===== src/rtl/instr_encoder.sv =====
// instr_encoder: encodes instruction requests into 32-bit MIPS-style words,
// queues them in a small buffer and streams them to instruction memory at
// consecutive word addresses until MAX_WORDS words have been written.
module instr_encoder #(
    parameter logic [31:0] BASE_ADDR = 32'h0000_0000,
    parameter int          DEPTH     = 4,
    parameter int          MAX_WORDS = 64
) (
    input  logic        clk,
    input  logic        reset,
    input  logic        in_valid,
    output logic        in_ready,
    input  logic [3:0]  in_kind,
    input  logic [4:0]  in_rs,
    input  logic [4:0]  in_rt,
    input  logic [4:0]  in_rd,
    input  logic [25:0] in_imm,
    output logic        imem_we,
    input  logic        imem_ready,
    output logic [31:0] imem_addr,
    output logic [31:0] imem_wd,
    output logic        done,
    output logic        err
);

    // Pointer, occupancy and word-count widths; counts must be able to hold
    // their maximum value, not just index below it.
    localparam int PW = $clog2(DEPTH);
    localparam int OW = $clog2(DEPTH + 1);
    localparam int CW = $clog2(MAX_WORDS + 1);
    localparam logic [OW-1:0] DEPTH_C = OW'(DEPTH);
    localparam logic [CW-1:0] MAX_C   = CW'(MAX_WORDS);

    typedef enum logic {
        ST_LOAD = 1'b0,
        ST_DONE = 1'b1
    } state_e;

    state_e        state_q, state_d;
    logic [PW-1:0] wr_ptr_q, wr_ptr_d;
    logic [PW-1:0] rd_ptr_q, rd_ptr_d;
    logic [OW-1:0] occ_q, occ_d;
    logic [CW-1:0] acc_cnt_q, acc_cnt_d;
    logic [CW-1:0] wr_cnt_q, wr_cnt_d;
    logic [31:0]   addr_q, addr_d;
    logic          err_q, err_d;

    logic [31:0]   buf_mem [DEPTH];
    logic [31:0]   enc_word;
    logic          kind_legal;
    logic          accept;
    logic          push;
    logic          pop;

    // Instruction encoder: R-type, I-type and jump formats; codes 10-15 are illegal.
    always_comb begin
        // NOTE: every signal assigned in always_comb gets a default first so no latch is inferred.
        enc_word   = '0;
        kind_legal = 1'b1;
        case (in_kind)
            4'd0:    enc_word = {6'h00, in_rs, in_rt, in_rd, 5'h00, 6'h20};
            4'd1:    enc_word = {6'h00, in_rs, in_rt, in_rd, 5'h00, 6'h22};
            4'd2:    enc_word = {6'h00, in_rs, in_rt, in_rd, 5'h00, 6'h24};
            4'd3:    enc_word = {6'h00, in_rs, in_rt, in_rd, 5'h00, 6'h25};
            4'd4:    enc_word = {6'h00, in_rs, in_rt, in_rd, 5'h00, 6'h2A};
            4'd5:    enc_word = {6'h23, in_rs, in_rt, in_imm[15:0]};
            4'd6:    enc_word = {6'h2B, in_rs, in_rt, in_imm[15:0]};
            4'd7:    enc_word = {6'h04, in_rs, in_rt, in_imm[15:0]};
            4'd8:    enc_word = {6'h08, in_rs, in_rt, in_imm[15:0]};
            4'd9:    enc_word = {6'h02, in_imm};
            default: kind_legal = 1'b0;
        endcase
    end

    // Handshake outputs decode registered state only, so a pop on a full
    // buffer does not open in_ready in the same cycle.
    assign in_ready  = (state_q == ST_LOAD) && (occ_q < DEPTH_C) && (acc_cnt_q < MAX_C);
    assign imem_we   = (state_q == ST_LOAD) && (occ_q != '0);
    assign imem_wd   = buf_mem[rd_ptr_q];
    assign imem_addr = addr_q;
    assign done      = (state_q == ST_DONE);
    assign err       = err_q;

    assign accept = in_valid & in_ready;
    assign push   = accept & kind_legal;
    assign pop    = imem_we & imem_ready;

    // Next-state computation for the buffer, counters, address and FSM.
    always_comb begin
        state_d   = state_q;
        wr_ptr_d  = wr_ptr_q;
        rd_ptr_d  = rd_ptr_q;
        occ_d     = occ_q;
        acc_cnt_d = acc_cnt_q;
        wr_cnt_d  = wr_cnt_q;
        addr_d    = addr_q;
        err_d     = err_q;

        if (push) begin
            wr_ptr_d  = wr_ptr_q + PW'(1);
            acc_cnt_d = acc_cnt_q + CW'(1);
        end
        if (accept && !kind_legal) begin
            err_d = 1'b1;
        end
        if (pop) begin
            rd_ptr_d = rd_ptr_q + PW'(1);
            wr_cnt_d = wr_cnt_q + CW'(1);
            addr_d   = addr_q + 32'd4;
        end
        case ({push, pop})
            2'b10:   occ_d = occ_q + OW'(1);
            2'b01:   occ_d = occ_q - OW'(1);
            default: occ_d = occ_q;
        endcase
        if (state_q == ST_LOAD && wr_cnt_d == MAX_C) begin
            state_d = ST_DONE;
        end
    end

    // Control state with synchronous reset; reset discards any buffered words.
    always_ff @(posedge clk) begin
        // NOTE: sequential state uses non-blocking assignments so all flops update together at the edge.
        if (reset) begin
            state_q   <= ST_LOAD;
            wr_ptr_q  <= '0;
            rd_ptr_q  <= '0;
            occ_q     <= '0;
            acc_cnt_q <= '0;
            wr_cnt_q  <= '0;
            addr_q    <= BASE_ADDR;
            err_q     <= 1'b0;
        end else begin
            state_q   <= state_d;
            wr_ptr_q  <= wr_ptr_d;
            rd_ptr_q  <= rd_ptr_d;
            occ_q     <= occ_d;
            acc_cnt_q <= acc_cnt_d;
            wr_cnt_q  <= wr_cnt_d;
            addr_q    <= addr_d;
            err_q     <= err_d;
        end
    end

    // Buffer storage: the encoded word lands in the slot at the write pointer.
    always_ff @(posedge clk) begin
        // NOTE: storage is not reset; occupancy and pointers alone decide which entries are valid.
        if (push) begin
            buf_mem[wr_ptr_q] <= enc_word;
        end
    end

endmodule


===== config.mk =====
export PLATFORM = sky130hd
export DESIGN_NAME = instr_encoder
export DESIGN_NICKNAME = d
export VERILOG_FILES = /design/src/rtl/instr_encoder.sv
export SDC_FILE = /design/constraint.sdc
export NUM_CORES = 1
export LEC_CHECK = 0
export ABC_CLOCK_PERIOD_IN_PS = 6900
export BUFFER_PORTS_ARGS = -buffer_cell sky130_fd_sc_hd__buf_2
export CELL_PAD_IN_SITES_DETAIL_PLACEMENT = 0
export CELL_PAD_IN_SITES_GLOBAL_PLACEMENT = 1
export CORE_MARGIN = 2
export CORE_UTILIZATION = 30
export DETAILED_ROUTE_END_ITERATION = 12
export GPL_TIMING_DRIVEN = 0
export HOLD_SLACK_MARGIN = 0.1
export PLACE_DENSITY = 0.61
export RECOVER_POWER = 100
export SYNTH_ARGS = -nofsm -noshare
export SYNTH_HDL_FRONTEND = slang
export SYNTH_SLANG_ARGS = --single-unit

===== constraint.sdc =====
create_clock -name clk -period 6.9 [get_ports clk]
set_clock_uncertainty 0.05 [all_clocks]
set_input_delay 1.38 -clock clk [delete_from_list [all_inputs] [get_ports clk]]
set_output_delay 1.38 -clock clk [all_outputs]
set_load 0.02 [all_outputs]

==> results.toml <==
[clock_network]
numCtsBuffers = 17
clockBufferDepth = 2
htreeDepth = 4
cts_tree = "yes"
hold_buffers = 0
cts.repair.resized = 0
clockRootBuffer = "clkbuf_16"
clk_pin_slew_worst_paths_ns = 0.07
cts_sinks = 175
clkLatencyLatePin_ns = 0.43
cts_setup_buffers = 0

[synthesis]
synth.distinct_cells = 46
ys.flop_type = "edfxtp_1"
synth_warnings = 0
async_reset_ff_share_pct = 0
ys_ff_latch = 175
synth_area_um2 = 7330
synth.avg_cell_area_um2 = 13.7
synth-edff-count = 120
syn_inst = 535
yosysSeqAreaShare_pct = 64.2

[finish]
diodes = 0
post_layout_nonfiller_instances = 1004
area_growth_pct = 20.1
nets = 725
drive_above_1_share_pct = 17.4

[timing]
fmax_mhz = 209
rsz0062_at_grt = "false"
setup_violations = 0
tightest_slew_ns = 2.46
fin_setup_tns_ns = 0
drv_slew = 124
setup_slack_ns = 2.11
period_minus_slack_ns = 4.79
hold_viol_final = 0
relSlewSlack_pct = -63.8
fin_crit_sh_pct = 69.3

[global_routing]
grt_use_total_pct = 13.5
use_met3_pct = 3.32
grt_pass1_vias = 4988
grt_overflow_total = 0
use_met2_pct = 23.0
grt_pass1_wl_mm = 26.9
grt_max_degree = 31
use_met1_pct = 17.0
busiest_layer = "met2"
antenna_found_initial = 0

[setup_path]
worstPathRequired_ns = 6.84
reg2regPathDepth = 5
crit_fanout = 30
end_kind = "register"
cp-start-kind = "input port"
critical_path_class = "in2reg"
worstPathArrival_ns = 4.73

[routing]
wl_mm = 16.8
route.vias.total = 4870
detail-route-antenna-nets = 0
drtIter0Drc = 295
first_pass_iters = 4
via_per_inst = 4.85
wire_per_inst_um = 16.7
drc = 0

[placed_design]
gp_congestion = 0.777
numPortBuffers = 111
pre_cts_ws_ns = 2.72
dpl.hpwl_mm = 11.6
place_inst = 972

[die]
rows = 57
ios = 117
start_util_pct = 30.3
die_w_um = 160
dieArea_um2 = 25700
dieHeight_um = 160
core_um2 = 24200

[run_status]
status = "complete, but fails checks"
violations = "max-capacitance violations, max-slew violations"

[pwr]
p_leak_nw = 2.94
power_density_nw_per_um2 = 313
finalPower_mw = 2.75
ir_worst_vdd_mv = 0.139

[min_path]
hold_depth = 2
hp-class = "reg2reg"

[job]
cap_violations = 4
[critical path, stage by stage]
cell and delay [ns]:
clkbuf_1 0.18, o21ai_0 0.45, and3_1 0.23, clkbuf_1 0.19, clkbuf_1 0.41, and2_0 1.87
[state kept, by name (all words and copies together) (netlist names), named ones only]
signal,cells
imem_addr,30
wr_cnt_q,7
acc_cnt_q,7
wr_ptr_q,2
err,1
done,1
occ_q,3
buf_mem,120
rd_ptr_q,2
[cells by family (layout without fill, tap and decap cells)]
group                      count (synthesis)  count (layout)  synth area share, %
AOI/OAI and AO/OA                         76              76                 6.23
xor gates and xnor gates                  32              32                 3.83
adders and majority gates                  9               9                 1.64
buffers and inverters                     41             184                 2.37
DFF                                      175             175                 64.2
muxes                                     35              35                 9.96
other                                      1               3               0.0512
and+or+nand+nor                          166             166                 11.7
[where the power goes]
group / internal, mW / switching, mW
combinational: 0.216 / 0.356
clock: 0.489 / 0.460
sequential: 1.20 / 0.0313
[worst paths after layout]
path | from | slack [ns] | to
setup / recovery | in_kind[1] | 2.11 | buf_mem[0][10]$_DFFE_PP_
hold / removal | err$_SDFFE_PP0P_ | 0.43 | err$_SDFFE_PP0P_
setup reg to reg | done$_SDFFE_PP0P_ | 2.94 | buf_mem[0][10]$_DFFE_PP_
hold reg to reg | err$_SDFFE_PP0P_ | 0.43 | err$_SDFFE_PP0P_
[synth_stat cells (2+ instances only)]
master    count  area (um^2)
nor2_1       48          180
a22o_1       10         87.6
and3_1       13         81.3
nor3_1        5         25.0
inv_1        11         41.3
xnor2_1      13          114
nor4_1        3         18.8
and4_1        5         43.8
a22oi_1       5         37.5
or2_2         2         12.5
o31ai_1       3         22.5
mux2i_1       2         20.0
or4_1         4         30.0
a21oi_1      30          150
o21ai_0      16         80.1
buf_2         3         15.0
nand4_1      10         62.6
buf_1         4         15.0
nand2b_1      3         18.8
and2_1        5         31.3
mux4_2       30          676
o22ai_1       6         37.5
dfxtp_1      55         1100
clkbuf_1     17         63.8
buf_4         4         30.0
xor2_1       19          166
mux2_2        3         33.8
nand3_1      10         50.1
nand2_1      28          105
edfxtp_1    120         3600
a31oi_1       3         18.8
ha_1          8          100
or3_1        15         93.8
nor2b_1      10         62.6
[area by class of cell]
cell class	instances	area, um^2
buffer	29	124
clock buffer	18	429
clock inverter	14	158
fill	2345	15400
inverter	12	45.0
multi-input combinational	321	2460
sequential	175	4700
tap	324	405
timing repair buffer	111	475
[metal layers]
metal | part of all wire (%) | wire [um]
met5 | 0 | 0
met4 | 0.82 | 137
met3 | 5.4 | 900
met2 | 49 | 8290
met1 | 44 | 7440
[layout by cell type, fill, tap and decap left out, types with 2 or more instances in the layout]
| cell | n |
|---|---|
| nand3_1 | 10 |
| clkinv_8 | 3 |
| nand2_1 | 28 |
| and4_1 | 5 |
| mux2i_1 | 2 |
| dfxtp_1 | 55 |
| o31ai_1 | 3 |
| mux4_2 | 30 |
| ha_1 | 8 |
| or3_1 | 15 |
| a21oi_1 | 30 |
| buf_2 | 47 |
| nor3_1 | 5 |
| mux2_2 | 3 |
| clkbuf_16 | 17 |
| nor2_1 | 48 |
| a31oi_1 | 3 |
| a22o_1 | 10 |
| xor2_1 | 19 |
| inv_6 | 5 |
| xnor2_1 | 13 |
| nor2b_1 | 10 |
| a22oi_1 | 5 |
| buf_4 | 4 |
| inv_1 | 11 |
| nand2b_1 | 3 |
| inv_8 | 5 |
| and3_1 | 13 |
| or4_1 | 4 |
| conb_1 | 3 |
| nand4_1 | 10 |
| o22ai_1 | 6 |
| clkbuf_1 | 90 |
| edfxtp_1 | 120 |
| or2_2 | 2 |
| and2_0 | 5 |
| o21ai_0 | 16 |
| nor4_1 | 3 |
[per-stage QoR]
step           utilization, %  cell area, um^2  hold WS (ns)
6_report                 36.4             8800         0.435
5_1_grt                  36.4             8800         0.466
4_1_cts                  36.8             8890         0.440
3_5_place_dp             34.3             8300         0.424
3_3_place_gp             34.3             8300         0.405
2_1_floorplan               -             7330         0.388
Power figures use the tool's default switching activity.
